==> config.mk <==
export PLATFORM = sky130hd
export DESIGN_NAME = keccak_round_ctrl_flat
export DESIGN_NICKNAME = d
export VERILOG_FILES = /design/src/rtl/keccak_pkg.sv /design/src/rtl/keccak_round_ctrl_if.sv /design/src/rtl/keccak_round_ctrl.sv /design/src/flat_wrapper.sv
export SDC_FILE = /design/constraint.sdc
export NUM_CORES = 1
export LEC_CHECK = 0
export CORE_MARGIN = 4
export CORE_UTILIZATION = 43
export DETAILED_ROUTE_END_ITERATION = 10
export PLACE_DENSITY = 0.78
export SLEW_MARGIN = 0
export SYNTH_ARGS = -nofsm -noshare
export SYNTH_HDL_FRONTEND = slang
export SYNTH_SLANG_ARGS = --single-unit
==> constraint.sdc <==
create_clock -name clk -period 1.8 [get_ports clk]
set_clock_uncertainty 0.2 [all_clocks]
set_input_delay 0.27 -clock clk [delete_from_list [all_inputs] [get_ports clk]]
set_output_delay 0.27 -clock clk [all_outputs]
set_load 0.05 [all_outputs]
==> src/rtl/keccak_pkg.sv <==
// Shared constants and state encoding for the Keccak round sequencer.
package keccak_pkg;

  localparam int KECCAK_NUM_ROUNDS = 24;
  localparam int KECCAK_RND_W      = 5;

  typedef enum logic [1:0] {
    IDLE,
    LOAD,
    ROUND,
    DONE
  } keccak_ctrl_state_t;

endpackage

==> src/rtl/keccak_round_ctrl_if.sv <==
// Request/result handshake between a permutation client and the
// round sequencer.
interface keccak_round_ctrl_if #(
  parameter int RND_W = 5,
  parameter int CNT_W = 16
);

  logic             start;
  logic             abort;
  logic             result_ack;
  logic             ready;
  logic             load_state;
  logic             round_en;
  logic [RND_W-1:0] round_number;
  logic             last_round;
  logic             done;
  logic [CNT_W-1:0] perm_count;

  modport master (
    output start,
    output abort,
    output result_ack,
    input  ready,
    input  load_state,
    input  round_en,
    input  round_number,
    input  last_round,
    input  done,
    input  perm_count
  );

  modport slave (
    input  start,
    input  abort,
    input  result_ack,
    output ready,
    output load_state,
    output round_en,
    output round_number,
    output last_round,
    output done,
    output perm_count
  );

endinterface

==> src/rtl/keccak_round_ctrl.sv <==
// Sequences one Keccak-f permutation: load pulse, NUM_ROUNDS round
// steps, then a held done until the consumer acknowledges.
module keccak_round_ctrl
  import keccak_pkg::*;
#(
  parameter int NUM_ROUNDS = KECCAK_NUM_ROUNDS,
  parameter int RND_W      = KECCAK_RND_W,
  parameter int CNT_W      = 16
) (
  input logic            clk,
  input logic            rst,
  keccak_round_ctrl_if.slave bus
);

  localparam logic [RND_W-1:0] RC_LAST = RND_W'(NUM_ROUNDS - 1);

  keccak_ctrl_state_t state, state_n;
  logic [RND_W-1:0]   rc, rc_n;
  logic [CNT_W-1:0]   cnt, cnt_n;
  logic               at_last;

  assign at_last = (rc == RC_LAST);

  always_ff @(posedge clk) begin
    if (rst) begin
      state <= IDLE;
      rc    <= '0;
      cnt   <= '0;
    end else begin
      state <= state_n;
      rc    <= rc_n;
      cnt   <= cnt_n;
    end
  end

  // abort dominates every transition and never counts a permutation
  always_comb begin
    state_n = state;
    rc_n    = rc;
    cnt_n   = cnt;
    unique case (state)
      IDLE: begin
        if (bus.start && !bus.abort)
          state_n = LOAD;
      end
      LOAD: begin
        rc_n    = '0;
        state_n = bus.abort ? IDLE : ROUND;
      end
      ROUND: begin
        if (bus.abort) begin
          rc_n    = '0;
          state_n = IDLE;
        end else if (at_last) begin
          rc_n    = '0;
          cnt_n   = cnt + CNT_W'(1);
          state_n = DONE;
        end else begin
          rc_n    = rc + RND_W'(1);
        end
      end
      DONE: begin
        if (bus.abort || bus.result_ack)
          state_n = IDLE;
      end
      default: begin
        rc_n    = '0;
        state_n = IDLE;
      end
    endcase
  end

  assign bus.ready        = (state == IDLE);
  assign bus.load_state   = (state == LOAD);
  assign bus.round_en     = (state == ROUND);
  assign bus.round_number = bus.round_en ? rc : '0;
  assign bus.last_round   = bus.round_en && at_last;
  assign bus.done         = (state == DONE);
  assign bus.perm_count   = cnt;

endmodule

==> src/flat_wrapper.sv <==
// flat-port wrapper written by rule: the top's interface ports become plain ports
module keccak_round_ctrl_flat import keccak_pkg::*;
#(
  parameter int NUM_ROUNDS = KECCAK_NUM_ROUNDS,
  parameter int RND_W      = KECCAK_RND_W,
  parameter int CNT_W      = 16
)
  (clk, rst, bus_start, bus_abort, bus_result_ack, bus_ready, bus_load_state, bus_round_en, bus_round_number, bus_last_round, bus_done, bus_perm_count);
  keccak_round_ctrl_if #(.RND_W(RND_W), .CNT_W(CNT_W)) bus_i ();
  input logic clk;
  input logic rst;
  input wire logic [$bits(bus_i.start)-1:0] bus_start;
  input wire logic [$bits(bus_i.abort)-1:0] bus_abort;
  input wire logic [$bits(bus_i.result_ack)-1:0] bus_result_ack;
  output wire logic [$bits(bus_i.ready)-1:0] bus_ready;
  output wire logic [$bits(bus_i.load_state)-1:0] bus_load_state;
  output wire logic [$bits(bus_i.round_en)-1:0] bus_round_en;
  output wire logic [$bits(bus_i.round_number)-1:0] bus_round_number;
  output wire logic [$bits(bus_i.last_round)-1:0] bus_last_round;
  output wire logic [$bits(bus_i.done)-1:0] bus_done;
  output wire logic [$bits(bus_i.perm_count)-1:0] bus_perm_count;
  assign bus_i.start = bus_start;
  assign bus_i.abort = bus_abort;
  assign bus_i.result_ack = bus_result_ack;
  assign bus_ready = bus_i.ready;
  assign bus_load_state = bus_i.load_state;
  assign bus_round_en = bus_i.round_en;
  assign bus_round_number = bus_i.round_number;
  assign bus_last_round = bus_i.last_round;
  assign bus_done = bus_i.done;
  assign bus_perm_count = bus_i.perm_count;
  keccak_round_ctrl #(.NUM_ROUNDS(NUM_ROUNDS), .RND_W(RND_W), .CNT_W(CNT_W)) u_core (.clk(clk), .rst(rst), .bus(bus_i));
endmodule
# [After elaboration in Yosys (flattened, before gate mapping)]
# Index checks and enable logic that the tools add are counted.
# W data, S select, Z words.
[word_totals] ff_bits=23 output_inout_bits=26 inputBits=5 latchBits=0 ram_bits=0 mem_count=0 wordCells=31 mem_bits_ro=0
[op_classes] n_addsub=2 muxes=10 shifts=0 mul=0 n_div=0 n_bitwise=1 magnitude_cmp=0 reduce_logical=8 n_eq_ne=7
[op_table] op="$add A16 B1 Y16 const B" n=1
[op_table] op="$mux W5" n=3
[op_table] op="$mux W2" n=5
[op_table] op="$pmux W5 S2" n=1
[op_table] op="$pmux W2 S4" n=1
[op_table] op="$reduce_and A3 Y1" n=2
[op_table] op="$add A5 B1 Y5 const B" n=1
[op_table] op="$eq A5 B5 Y1 const B" n=1
[op_table] op="$eq A2 B2 Y1 const B" n=2
[op_table] op="$ne A2 B1 Y1 const B" n=2
[op_table] op="$ne A3 B3 Y1 const B" n=1
[op_table] op="$eq A2 B1 Y1 const B" n=1
[op_table] op="$logic_and A1 B1 Y1" n=2
[op_table] op="$logic_not A2 Y1" n=1
[op_table] op="$reduce_bool A2 Y1" n=1
[op_table] op="$logic_not A1 Y1" n=1
[op_table] op="$logic_or A1 B1 Y1" n=1
[op_table] op="$not A1 Y1" n=1

# [Longest topological paths before layout]
# Gate-level depths: netlist of the first run.
[depth] word_depth=4 depth_mapped=8

# [Worst setup path after synthesis of the first run]
# Ideal clock, no wire load.
[synth_path] path_type="register to register" startpoint="register u_core.state[0]" endpoint="register u_core.cnt[15] (netlist: u_core.bus.perm_count[15])" t_required_ns=1.530 arrival_time_ns=2.080 period_less_slack_ns=2.351 setup_ns=0.070 path_slack_ns=-0.551 n_path_buf=2 path_stages_with_launch=9 cell_sequence="dfxtp_1 inv_1 ha_1 and4_1 buf_4 nand3_1 buf_2 or4_1 a21oi_1"
[synth_via] elab_chain_cells=2
[synth_rtl] element="from (decl)" line="keccak_round_ctrl.sv:17" text="keccak_ctrl_state_t state, state_n;"
[synth_rtl] element="from (signal assigned)" line="keccak_round_ctrl.sv:30" text="state <= state_n;"
[synth_rtl] element="$eq A2 B2 Y1"
[synth_rtl] element="via bus_round_en" line="flat_wrapper.sv:17" text="output wire logic [$bits(bus_i.round_en)-1:0] bus_round_en;"
[synth_rtl] element="$reduce_and A3 Y1 (no source line)"
[synth_rtl] element="to (signal assigned)" line="keccak_round_ctrl.sv:32" text="cnt <= cnt_n;"
[synth_rtl] element="to (decl)" line="keccak_round_ctrl.sv:19" text="logic [CNT_W-1:0] cnt, cnt_n;"
# The timed path passes the listed nets, and every way through them passes these cells.
# A chain may end at the register's enable or synchronous reset.

# [Worst setup path in the final report of the first run]
[layout_path] startpoint="register u_core.rc[0]" endpoint="output bus_last_round"
[layout_via] elab_chain_cells=2
[layout_rtl] element="from (decl)" line="keccak_round_ctrl.sv:18" text="logic [RND_W-1:0] rc, rc_n;"
[layout_rtl] element="from (signal assigned)" line="keccak_round_ctrl.sv:31" text="rc <= rc_n;"
[layout_rtl] element="$eq A5 B5 Y1" line="keccak_round_ctrl.sv:22" text="assign at_last = (rc == RC_LAST);"
[layout_rtl] element="$logic_and A1 B1 Y1" line="keccak_round_ctrl.sv:77" text="assign bus.last_round = bus.round_en && at_last;"
[layout_rtl] element="to (decl)" line="flat_wrapper.sv:19" text="output wire logic [$bits(bus_i.last_round)-1:0] bus_last_round;"
# Every way passes these cells.

==> results of run 1 <==
==> state kept, by name, indices dropped and copies added (netlist names) <==
signal and cells:
u_core.bus.perm_count 16, u_core.rc 5, u_core.state 2
==> per-stage QoR <==
stage | TNS [ps] | setup WS (ps) | power [uW] | cells | util, %
2_1_floorplan | -938 | -171 | 592 | 149 | -
3_3_place_gp | -1400 | -182 | 660 | 234 | 69.9
3_5_place_dp | -2220 | -282 | 666 | 234 | 69.9
4_1_cts | -536 | -100 | 903 | 243 | 74.9
5_1_grt | -877 | -147 | 951 | 247 | 77.8
6_report | -285 | -118 | 918 | 247 | 77.8
==> final timing paths <==
check / startpoint / endpoint / slack [ps] / cells after the start
setup / recovery: u_core.rc[0] / bus_last_round / -120 / 5
hold / removal: u_core.bus.perm_count[1] / u_core.bus.perm_count[1] / 310 / 2
setup reg to reg: u_core.bus.perm_count[10] / u_core.bus.perm_count[15] / -90 / 4
hold reg to reg: u_core.bus.perm_count[1] / u_core.bus.perm_count[1] / 310 / 2
==> final cells by class <==
type / instances / area share [%]
Clock buffer: 4 / 1.24
Multi-Input combinational cell: 113 / 40.1
Sequential cell: 23 / 24.0
Inverter: 8 / 1.41
Timing Repair Buffer: 68 / 31.4
Tap cell: 31 / 1.82
==> per-layer routing <==
layer | share of wire, % | up-vias
li1 | - | 672
met5 | 0 | -
met3 | 4.0 | 11
met2 | 53 | 32
met1 | 41 | 650
met4 | 2.3 | 0
==> synthesized netlist by cell type, drive strengths merged (2+ instances only) <==
cell | number | share of area (%)
dfxtp | 23 | 37
nand2b | 2 | 1.0
and4 | 2 | 1.5
nand2 | 8 | 2.4
or4 | 5 | 3.4
buf | 3 | 1.3
and2 | 8 | 4.2
ha | 6 | 6.1
and3 | 2 | 1.0
nor2 | 13 | 4.2
or3 | 8 | 4.2
nor4 | 2 | 1.0
o31ai | 5 | 3.1
clkbuf | 2 | 0.61
o21ai | 9 | 3.7
nand4 | 4 | 3.1
inv | 8 | 2.4
nand3 | 8 | 3.3
xor2 | 5 | 3.6
a21oi | 18 | 7.3
==> tightest hold or removal path, delay by kind of cell (launching register included) <==
kind	cells	cell delay [ps]
flops	1	360
compound gates	1	60
simple gates	1	50
==> timing repair <==
item                                    4_1_cts  5_1_grt
endpoints found under the setup margin       17       19
gates resized for setup                      20       13
pin swaps                                     3       11
buffers inserted                              5        5
==> power by group <==
part           total, uW  internal [uW]  leakage (uW)  switching (uW)
logic                174           83.6      0.000650            90.7
registers            500            497      0.000198            3.14
clock network        244           86.8     0.0000150             157
==> cells in the final DEF (no fill, tap or decap), types with 2 or more instances in the layout <==
cell             instances
a21oi_1                 15
a21oi_2                  3
and2_4                   6
and3_1                   2
buf_12                  10
buf_4                   49
buf_6                    4
clkbuf_4                 3
clkdlybuf4s50_1          4
dfxtp_1                  5
dfxtp_2                  7
dfxtp_4                 11
ha_4                     4
inv_1                    6
inv_2                    2
nand2_1                  7
nand2b_1                 2
nand3_1                  6
nand4_1                  2
nand4_4                  2
nor2_1                  12
nor4_1                   2
o21ai_0                  9
o31ai_1                  5
or3_1                    6
or3_4                    2
or4_1                    2
or4_4                    3
xor2_1                   5
==> cells by family (layout without fill, tap and decap cells) <==
family                   after synthesis  count (layout)  synth area share, %
AND/OR/NAND/NOR                       69              69                 33.6
AO/OA/AOI/OAI                         33              33                 15.0
flip-flops                            23              23                 37.4
XOR/XNOR                               5               5                 3.56
buffers and inverters                 13              80                 4.37
adder cells (fa/ha/maj)                6               6                 6.10
==> results by group, run 1 <==
GRT
  • Initial antenna violation count: 0
  • Vias in the first global route: 1,258
  • GR Util met1: a little under a quarter
  • GRT Residual Overflow: 0
  • Global routing's busiest layer: met2
  • Largest net degree at the start of global routing: 17
  • Global-route wire length before repair: 5.66 mm
  • Routing usage on met2: 35.1%
  • GRT met3 Usage: around 3.4%
  • Total track usage: 19.8%

Drt
  • 1st-pass router iterations: 4
  • Routed vias/inst: 5.53
  • Drt drc: 0
  • Via count: 1,365
  • Post-Route WL: roughly 3.6 mm
  • DR WL/cell: 14.4 um
  • Remaining antenna violation count after routing: 0
  • Drt initial violations: 34

Setup path
  • Startpoint Class: flop
  • Worst path max stage delay: 360 ps
  • Worst EP arrival: about 1500 ps
  • Kind of cell adding the most delay to the critical path: flip-flops
  • Crit path max-delay cell type: dfxtp_2
  • CP required: 1330 ps
  • Crit-path max FO: 5
  • Critical path class: reg -> out
  • Critical Path, Cell by Cell: ha_4 -> buf_6 -> and4b_2 -> and2_4 -> buf_12
  • CP Capture Type: output port
  • WP buf/inv: 2

Clock tree
  • Clock Latency Late Sink: 310 ps
  • Clock Sinks: 23
  • Clock Path Buffers: 2
  • Total number of H-tree levels: 1
  • Clock root buffer: clkbuf_4
  • TritonCTS Buffers: 3
  • CTS tree: built
  • Number of hold-repair buffers added at the cts stage: 0
  • Worst-path clk slew: 120 ps

Timing
  • Pins Over Slew Limit: 0
  • RSZ-0062 raised after global routing: yes
  • Min cycle time layout: 1920 ps
  • Fin Hold WS: 305 ps
  • Final setup viols: 6
  • Least-Margin Pin Slew: about 350 ps
  • Count of final hold-check violations: 0
  • Max Freq: 521 MHz
  • Rel. slew slack: about three quarters
  • Worst Setup Slack, final: -118 ps
  • Final period util: 107%

Die
  • Die footprint: around 0.0038 mm^2
  • Site Rows: 19
  • Die height: 61.5 um
  • Ports: 31
  • Core ar.: 0.00273 mm^2
  • Die width: between 60 and 70 um
  • Initial core utilization: 45.0%

Final layout
  • Register area: 510 um^2
  • P&R area growth vs syn: 72.8%
  • Final instance area: 0.00213 mm^2
  • Multi-input gate area: 852 um^2
  • Share of layout cells above drive strength 1: 54.6%
  • Fill count: 184
  • Final layout net count: 228
  • N_diodes: 0

Placement
  • Post-DP HPWL: 2.62 mm
  • Placer Congestion: 0.816
  • Placement Cell Area: 0.00191 mm^2
  • PortBufs: 30

Synth
  • Cell area after synthesis: 0.00123 mm^2
  • Ys flop type: dfxtp_1
  • Post-synth EDFFs: 0
  • Mean Syn Cell Area: 8.25 um^2
  • Post-Syn Instances: 149
  • Syn Nets: 160
  • Flops & latches, synth: 23
  • Register area share after synthesis: between 30% and 40%
  • Synth warn: 0
  • Post-synth cell types: 36
  • Async S/R FF share, synth: 0%

Min path
  • Hold/Removal Path Class: reg -> reg

Run status
  • Status: finished, violations left
  • Violated checks: setup timing

Pwr
  • Static leakage: 0.000863 uW
  • Power Density: 432 mW/mm^2
  • VDD IR-drop max: 470 uV

Job
  • Max-cap viol count: 0
Power figures use the tool's default switching activity.
==> run 2, diff against run 1 <==
--- a/config.mk
+++ b/config.mk
@@ -5,6 +5,7 @@
 export SDC_FILE = /design/constraint.sdc
 export NUM_CORES = 1
 export LEC_CHECK = 0
+export CORE_ASPECT_RATIO = 1.5
 export CORE_MARGIN = 4
 export CORE_UTILIZATION = 43
 export DETAILED_ROUTE_END_ITERATION = 10
==> run 2 against run 1 <==
The flow still finishes with violations (setup timing). Sequential cell count unchanged. Clock power up 31%. Hold slack got worse by 9.2 ps. Core utilization increased by 1.4 points. Via count grew 3.2%. Total power up 8.9%. Wire length is 13% higher. Non-clock buffer count rose by 1. Die area is 0.47% higher. Combinational power grew 5%. Sequential share of layout area shrank 0.18 points. Critical endpoint unchanged.
==> results by group, run 2 (same netlist as run 1, synthesis figures left out) <==
Run status
  • Violated checks: setup timing (unchanged)
  • Status: finished, violations left (unchanged)

Drt
  • Via count: 1,409 (was 1,365)
  • Drt drc: 0 (unchanged)
  • DR WL/cell: 15.8 um (was 14.4 um)
  • Remaining antenna violation count after routing: 0 (unchanged)
  • Routed vias/inst: 5.55 (was 5.53)
  • 1st-pass router iterations: 4 (unchanged)
  • Post-Route WL: 4.01 mm (was 3.56 mm)
  • Drt initial violations: 21 (was 34)

Final layout
  • Fin util: 79.2% (was 77.8%)
  • Most frequent cells in the layout: buf_4, a21oi_1, nor2_1 (unchanged)
  • N_diodes: 0 (unchanged)
  • Share of layout cells above drive strength 1: 54.4% (was 54.6%)
  • Max FFs per register: 16 (unchanged)
  • Final layout net count: 229 (was 228)
  • P&R area growth vs syn: 74.2% (was 72.8%)
  • Commonest non-fill, non-tap cell in the layout: buf_4 (unchanged)
  • Final instance area: 0.00214 mm^2 (was 0.00213 mm^2)

Timing
  • Max Freq: 540 MHz (was 521 MHz)
  • Pins Over Slew Limit: 0 (unchanged)
  • Count of final hold-check violations: 0 (unchanged)
  • Rel. slew slack: 78.3% (was 76.3%)
  • Final period util: 103% (was 107%)
  • Min cycle time layout: 1850 ps (was 1920 ps)
  • Final setup viols: 5 (was 6)
  • Least-Margin Pin Slew: 323 ps (was 353 ps)
  • RSZ-0062 raised after global routing: yes (unchanged)
  • Fin Hold WS: 296 ps (was 305 ps)
  • Worst Setup Slack, final: -50.2 ps (was -118 ps)

Clock tree
  • Clock Sinks: 23 (unchanged)
  • Clock root buffer: clkbuf_8 (was clkbuf_4)
  • Worst-path clk slew: 80 ps (was 120 ps)
  • Total number of H-tree levels: 1 (unchanged)
  • Clock Latency Late Sink: 260 ps (was 310 ps)
  • CTS tree: built (unchanged)
  • Clock Path Buffers: 2 (unchanged)
  • TritonCTS Buffers: 3 (unchanged)

Setup path
  • Worst EP arrival: 1380 ps (was 1450 ps)
  • R2R setup slack: -30 ps (was -90 ps)
  • CP Capture Type: output port (unchanged)
  • Critical path class: reg -> out (unchanged)
  • CP required: 1330 ps (about the same)
  • R2R cell count: 7 (was 4)
  • Terminus of the critical flop-to-flop path: u_core.bus.perm_count[12] (was u_core.bus.perm_count[15])
  • Crit-path max FO: 2 (was 5)
  • Startpoint Class: flop (unchanged)
  • Critical R2R Launch: u_core.state[0] (was u_core.bus.perm_count[10])

Die
  • Die width: 51.7 um (was 61.5 um)
  • Core ar.: 0.00271 mm^2 (was 0.00273 mm^2)
  • Die footprint: 0.00380 mm^2 (was 0.00378 mm^2)
  • Die height: 73.5 um (was 61.5 um)
  • Site Rows: 23 (was 19)
  • Initial core utilization: 45.5% (was 45.0%)
  • Ports: 31 (unchanged)

Min path
  • Hold/Removal Path Class: reg -> reg (unchanged)
  • Hold Crit Endpoint: u_core.bus.perm_count[15] (was u_core.bus.perm_count[1])
  • Hold path cells: 2 (unchanged)
  • HP Start: u_core.bus.perm_count[15] (was u_core.bus.perm_count[1])

Placement
  • Placer Congestion: 0.828 (was 0.816)
  • Post-DP HPWL: 2.80 mm (was 2.62 mm)
  • PortBufs: 30 (unchanged)
  • Placement Cell Area: 0.00192 mm^2 (was 0.00191 mm^2)
  • Setup WS pre-CTS: -271 ps (was -282 ps)

GRT
  • Global-route wire length before repair: 6.48 mm (was 5.66 mm)
  • Vias in the first global route: 1,507 (was 1,258)
  • Total track usage: 22.3% (was 19.8%)
  • GRT Residual Overflow: 0 (unchanged)
  • Largest net degree at the start of global routing: 22 (was 17)
  • Initial antenna violation count: 0 (unchanged)

Pwr
  • VDD IR-drop max: 318 uV (was 470 uV)
  • Total power: 1000 uW (was 918 uW)
  • Power Density: 467 mW/mm^2 (was 432 mW/mm^2)
  • Static leakage: 0.000874 uW (was 0.000863 uW)

Job
  • Max-cap viol count: 0 (unchanged)
[run 2: power by group]
part	internal, uW	switching (uW)	leakage [uW]
Combinational	87.2	94.4	0.000654
Sequential	496	2.55	0.000198
Clock	158	162	0.0000228
Total	741	258	0.000874
[run 2: worst max path at each step]
stage                                            to             from  slack (ps)  depth (start not counted)
after floorplan           u_core.bus.perm_count[12]  u_core.state[0]        -170                          7
after global placement    u_core.bus.perm_count[13]        bus_abort        -210                          5
after detailed placement  u_core.bus.perm_count[13]        bus_abort        -270                          5
after CTS                            bus_last_round     u_core.rc[1]         -60                          5
after global routing                 bus_last_round     u_core.rc[0]         -90                          5
final                                bus_last_round     u_core.rc[0]         -50                          5
[run 2: final cells by class]
| class | count | area [um^2] |
|---|---|---|
| multi-input combinational | 113 | 846 |
| timing repair buffer | 69 | 664 |
| fill | 196 | 563 |
| sequential | 23 | 510 |
| tap | 37 | 46.3 |
| clock buffer | 4 | 45.0 |
| inverter | 8 | 30.0 |
[run 2: critical path, cell delays in order (launching register included)]
cell and delay [ps]:
dfxtp_2 350, ha_4 160, buf_6 110, and4b_2 210, and2_4 150, buf_12 140
[run 2: metrics by stage]
step / setup TNS [ps] / instances
floorplan: -938 / 149
global placement: -1250 / 240
detailed placement: -2030 / 240
CTS: -115 / 251
global route: -541 / 254
finish: -115 / 254
[run 2: layer usage]
| layer | vias to the layer above | GRT usage (%) | routed length, um |
|---|---|---|---|
| li1 | 670 | - | - |
| met5 | - | 0 | 0 |
| met1 | 685 | 21.3 | 1380 |
| met4 | 0 | 11.7 | 121 |
| met2 | 42 | 43.5 | 2330 |
| met3 | 12 | 3.85 | 188 |
[run 2: repair_timing]
item / 4_1_cts / 5_1_grt
setup endpoints to repair: 11 / 18
pin swaps: 6 / 6
setup buffers: 7 / 3
hold buffers: 0 / 0
resized for setup: 14 / 14
==> run 3, diff against run 2 <==
--- a/config.mk
+++ b/config.mk
@@ -6,7 +6,7 @@
 export NUM_CORES = 1
 export LEC_CHECK = 0
 export CORE_ASPECT_RATIO = 1.5
-export CORE_MARGIN = 4
+export CORE_MARGIN = 2
 export CORE_UTILIZATION = 43
 export DETAILED_ROUTE_END_ITERATION = 10
 export PLACE_DENSITY = 0.78
==> run 3 against run 2 <==
The flow still finishes with violations (setup timing). Die area fell by 13%. Via count rose by 0.35%. Count of clock-buffer cells in the layout decreased by 1. Fmax shrank 1.6%. Largest power group unchanged. Register-to-register slack lost 50 ps. First-iteration DRC count is 52% higher. Global-route usage rose by 1.6 points. Non-clock buffer count down 5. Core utilization shrank 0.55 points. Sequential cell count unchanged. Critical path depth down 1.
==> results by group, run 3 (same netlist as run 1, synthesis figures left out) <==
Run status
  • Status: finished, violations left (unchanged)
  • Violated checks: setup timing (unchanged)

Min path
  • Hold/Removal Path Class: reg -> reg (unchanged)

Placement
  • Post-DP HPWL: 2.71 mm (was 2.80 mm)
  • Dpl cells: 239 (was 240)
  • PortBufs: 30 (unchanged)
  • Placer Congestion: 0.841 (was 0.828)

Drt
  • DR WL/cell: 15.2 um (was 15.8 um)
  • Routed vias/inst: 5.66 (was 5.55)
  • 1st-pass router iterations: 4 (unchanged)
  • Remaining antenna violation count after routing: 0 (unchanged)
  • Drt initial violations: 32 (was 21)
  • Drt drc: 0 (unchanged)
  • Post-Route WL: 3.81 mm (was 4.01 mm)
  • Via count: 1,414 (was 1,409)

Timing
  • Min cycle time layout: 1880 ps (was 1850 ps)
  • Count of final hold-check violations: 0 (unchanged)
  • Least-Margin Pin Slew: 285 ps (was 323 ps)
  • RSZ-0062 raised after global routing: yes (unchanged)
  • Final period util: 104% (was 103%)
  • Max Freq: 532 MHz (was 540 MHz)
  • Pins Over Slew Limit: 0 (unchanged)
  • Rel. slew slack: 80.8% (was 78.3%)
  • Final setup viols: 3 (was 5)
  • Worst Setup Slack, final: -79.7 ps (was -50.2 ps)

Pwr
  • Power Density: 467 mW/mm^2 (about the same)
  • VDD IR-drop max: 335 uV (was 318 uV)
  • Static leakage: 0.000874 uW (about the same)
  • Total power: 994 uW (was 1000 uW)

Clock tree
  • Clock Path Buffers: 2 (unchanged)
  • CTS tree: built (unchanged)
  • Total number of H-tree levels: 1 (unchanged)
  • Worst-path clk slew: 80 ps (about the same)
  • Clock Latency Late Sink: 270 ps (was 260 ps)
  • Clock root buffer: clkbuf_8 (unchanged)
  • Clock Sinks: 23 (unchanged)
  • TritonCTS Buffers: 3 (unchanged)

Setup path
  • Crit-path max FO: 4 (was 2)
  • Worst EP arrival: 1880 ps (was 1380 ps)
  • R2R setup slack: -80 ps (was -30 ps)
  • CP required: 1800 ps (was 1330 ps)
  • Startpoint Class: flop (unchanged)
  • Critical path class: reg -> reg (was reg -> out)
  • CP Capture Type: flop (was output port)

Final layout
  • Commonest non-fill, non-tap cell in the layout: buf_4 (unchanged)
  • Finished Layout Cells: 250 (was 254)
  • P&R area growth vs syn: 72.9% (was 74.2%)
  • Max FFs per register: 16 (unchanged)
  • Most frequent cells in the layout: buf_4, a21oi_1, nor2_1 (unchanged)
  • Share of layout cells above drive strength 1: 52.6% (was 54.4%)
  • N_diodes: 0 (unchanged)
  • Final layout net count: 225 (was 229)

Job
  • Max-cap viol count: 0 (unchanged)

GRT
  • Global-route wire length before repair: 6.03 mm (was 6.48 mm)
  • Vias in the first global route: 1,462 (was 1,507)
  • Largest net degree at the start of global routing: 22 (unchanged)
  • Initial antenna violation count: 0 (unchanged)
  • GRT Residual Overflow: 0 (unchanged)
  • Total track usage: 23.9% (was 22.3%)

Die
  • Site Rows: 23 (unchanged)
  • Die height: 69.5 um (was 73.5 um)
  • Die footprint: 0.00331 mm^2 (was 0.00380 mm^2)
  • Die width: 47.7 um (was 51.7 um)
  • Ports: 31 (unchanged)
  • Core ar.: 0.00271 mm^2 (unchanged)
  • Initial core utilization: 45.5% (unchanged)
run 3: cell count changes in the layout (fill, tap and decap cells not counted), sizes merged:
cell / before / now
clkbuf: 4 / 3
clkdlybuf4s50: 4 / 3
buf: 65 / 60
nand3: 8 / 9
clkinv: 0 / 1
dlymetal6s2s: 0 / 1
run 3: layout make-up:
class / count / area (um^2)
well taps: 37 / 46.3
repair buffers: 64 / 629
clock buffers: 3 / 41.3
flip-flops and latches: 23 / 510
multi-input cells: 114 / 865
fillers: 180 / 578
inverters: 8 / 30.0
clock inverters: 1 / 5.00
run 3: where the power goes:
group | internal (uW) | switching [uW] | total, uW | leakage (uW)
logic | 81.5 | 90.4 | 172 | 0.000651
registers | 496 | 2.72 | 499 | 0.000198
clock network | 155 | 169 | 323 | 0.0000255
run 3: path summary, 6_finish.rpt:
path	cells after the start	endpoint	start
setup reg to reg	4	u_core.bus.perm_count[15]	u_core.bus.perm_count[11]
hold / removal	2	u_core.bus.perm_count[1]	u_core.bus.perm_count[1]
hold reg to reg	2	u_core.bus.perm_count[1]	u_core.bus.perm_count[1]
setup / recovery	4	u_core.bus.perm_count[15]	u_core.bus.perm_count[11]
run 3: through the flow:
stage | setup slack, ps | instance area, um^2 | setup TNS [ps] | hold slack [ps] | utilization (%)
floorplan | -171 | 1330 | -938 | 129 | -
global placement | -229 | 1910 | -1360 | 258 | 70.7
detailed placement | -285 | 1910 | -2140 | 275 | 70.7
CTS | -68.7 | 2030 | -292 | 287 | 75.0
global route | -116 | 2130 | -504 | 305 | 78.6
finish | -79.7 | 2130 | -157 | 280 | 78.6
run 3: what timing repair did:
item | 4_1_cts | 5_1_grt
endpoints found under the hold margin | 0 | 0
gates resized for setup | 14 | 17
setup buffers | 2 | 4
hold buffers | 0 | 0
setup endpoints to repair | 11 | 15
pin swaps | 1 | 6
gates cloned | 0 | 1
run 3: worst max-delay path, cell delays in order (launching register included):
cell and delay, ps:
dfxtp_4 360, nand2_4 60, or4_4 550, or4_1 490, a21oi_1 150
run 3: layer usage:
layer  vias to the layer above  track usage (%)  routed length (um)
li1                        674                -                   -
met1                       667             24.3                1340
met2                        55             42.0                2150
met3                        18             3.91                 160
met4                         0             13.5                 160
met5                         -                0                   0
==> RTL change (flow settings as in run 1) <==
The package constant `KECCAK_RND_W` goes from 5 to 10.
--- a/src/rtl/keccak_pkg.sv
+++ b/src/rtl/keccak_pkg.sv
@@ -2,7 +2,7 @@
 package keccak_pkg;
 
   localparam int KECCAK_NUM_ROUNDS = 24;
-  localparam int KECCAK_RND_W      = 5;
+  localparam int KECCAK_RND_W      = 10;
 
   typedef enum logic [1:0] {
     IDLE,
Ports: changed (resized bus_round_number); port bits go from 31 to 36. The function was not compared with the original's and may differ.
==> RTL change against run 1 <==
- the run still ends with setup timing left
- non-clock buffer count is 10 higher
- setup slack lost 0.072 ns
- clock power grew 11%
- design area up 25%
- sequential cell count rose by 5
- synthesized area increased by 27%
- power increased by 28%
- wire length rose by 22%
- critical path type unchanged
- largest cell class unchanged
==> RTL change: results (changes against run 1) <==
| Metric | Value |
|---|---|
| Worst R2R Path Depth | 7 (was 4) |
| Clock Latency Late Sink | 0.33 ns (was 0.31 ns) |
| Distinct cell type count after synthesis | 35 (was 36) |
| Failing checks | setup timing (unchanged) |
| Worst slew pin tran | 0.413 ns (was 0.353 ns) |
| Part of the power in the clock network | 22.9% (was 26.6%) |
| Seq cells | 28 (was 23) |
| Clk power | 0.270 mW (was 0.244 mW) |
| Hold path endpoint | u_core.bus.perm_count[2] (was u_core.bus.perm_count[1]) |
| Seq/Total Area, Yosys | 36.0% (was 37.4%) |
| Multi-input gate count | 134 (was 113) |
| Max VDD drop | 551 uV (was 470 uV) |
| First-pass detailed-route iteration total | 4 (unchanged) |
| Gr usage total | 19.8% (about the same) |
| # fillers | 210 (was 184) |
| Placer congestion estimate | 0.781 (was 0.816) |
| Synth Net Count | 187 (was 160) |
| Synth cell count leaders | 28 x dfxtp_1, 28 x nor2_1, 12 x nor2b_1 (was 23 x dfxtp_1, 18 x a21oi_1, 12 x nor2_1) |
| Pre-CTS setup slack | -0.363 ns (was -0.282 ns) |
| Area of the multi-input gates | 0.00108 mm2 (was 852 um2) |
| Vias in the first global route | 1525 (was 1258) |
| Final non-clock buffer share | 33.0% (was 31.4%) |
| Seq power | 0.629 mW (was 0.500 mW) |
| Reg2reg end | u_core.bus.perm_count[14] (was u_core.bus.perm_count[15]) |
| Total Neg Setup Slack | -2.65 ns (was -0.285 ns) |
| Status | finished, violations left (unchanged) |
| Placed Area | 0.00233 mm2 (was 0.00191 mm2) |
| Setup ws final | -0.190 ns (was -0.118 ns) |
| Clock buf/inv share | 0.992% (was 1.24%) |
| Avg Inst Size Synth | 8.89 um2 (was 8.25 um2) |
| Sequential share of cell area | 22.2% (was 24.0%) |
| Setup bufs post-CTS | 9 (was 5) |
| Worst Hold Launch | u_core.bus.perm_count[2] (was u_core.bus.perm_count[1]) |
| Placed insts | 280 (was 234) |
| Area Growth Syn to Fin | 70.3% (was 72.8%) |
| Share of layout cells above drive strength 1 | 53.4% (was 54.6%) |
| Total routed wirelength | 4.36 mm (was 3.56 mm) |
| Largest net degree at the start of global routing | 16 (was 17) |
| Vias | 1558 (was 1365) |
| Number of flip-flops under the largest register name | 16 (unchanged) |
| First-pass GRT wire length | 7.03 mm (was 5.66 mm) |
| Slowest cell delay on critical path | 0.38 ns (was 0.36 ns) |
| Endpoints failing setup | 39 (was 6) |
| P_leak | 1.17 nW (was 0.863 nW) |
| Reg area | 588 um2 (was 510 um2) |
| Final net count | 262 (was 228) |
| Signal inverters | 5 (was 8) |
| Area contributors post-synth | dfxtp_1 36%, nor2_1 6.8%, ha_1 5.6%, nor2b_1 4.8%, and2_1 4.0% (was dfxtp_1 37%, a21oi_1 7.3%, ha_1 6.1%, o21ai_0 3.7%, nor2_1 3.7%) |
| CP top delay family | buffers and inverters (was flip-flops) |
| Port Buffer Count | 35 (was 30) |
| Initial antenna violation count | 0 (unchanged) |
| Clock transition at the registers of the reported paths | 0.16 ns (was 0.12 ns) |
| WHS | 0.320 ns (was 0.305 ns) |
| Critical path fanouts, max | 6 (was 5) |
RTL change: cell count changes in the layout (fill, tap and decap cells not counted), sizes merged, moves of 4 or more:
cell / delta
o21ai: -4
nor2: +15
dfxtp: +5
mux2: +9
buf: +10
or3: -6
and4: +5
xnor2: +5
nor2b: +11
or4: -5
o31ai: -5
a21oi: -13
RTL change: routing by layer:
metal	global-route usage [%]	wire (um)	up-vias
li1	-	-	755
met1	24.5	1860	742
met2	34.3	2160	51
met3	4.76	260	10
met4	4.71	77	0
met5	0	0	-
RTL change: worst min-delay path, stage by stage (launching register included):
cell	delay [ns]
dfxtp_2	0.37
o21ai_0	0.07
a21oi_1	0.06
RTL change: kinds of logic (layout without fill, tap and decap cells):
kind of cell             after synthesis  in the layout  synth area share, %
adder cells (fa/ha/maj)                7              7                 5.63
buffers and inverters                 13             87                 3.94
AO/OA/AOI/OAI                         16             16                 6.75
multiplexers                          11             11                 8.28
flip-flops                            28             28                 36.0
XOR/XNOR                              11             11                 6.19
AND/OR/NAND/NOR                       89             89                 33.2
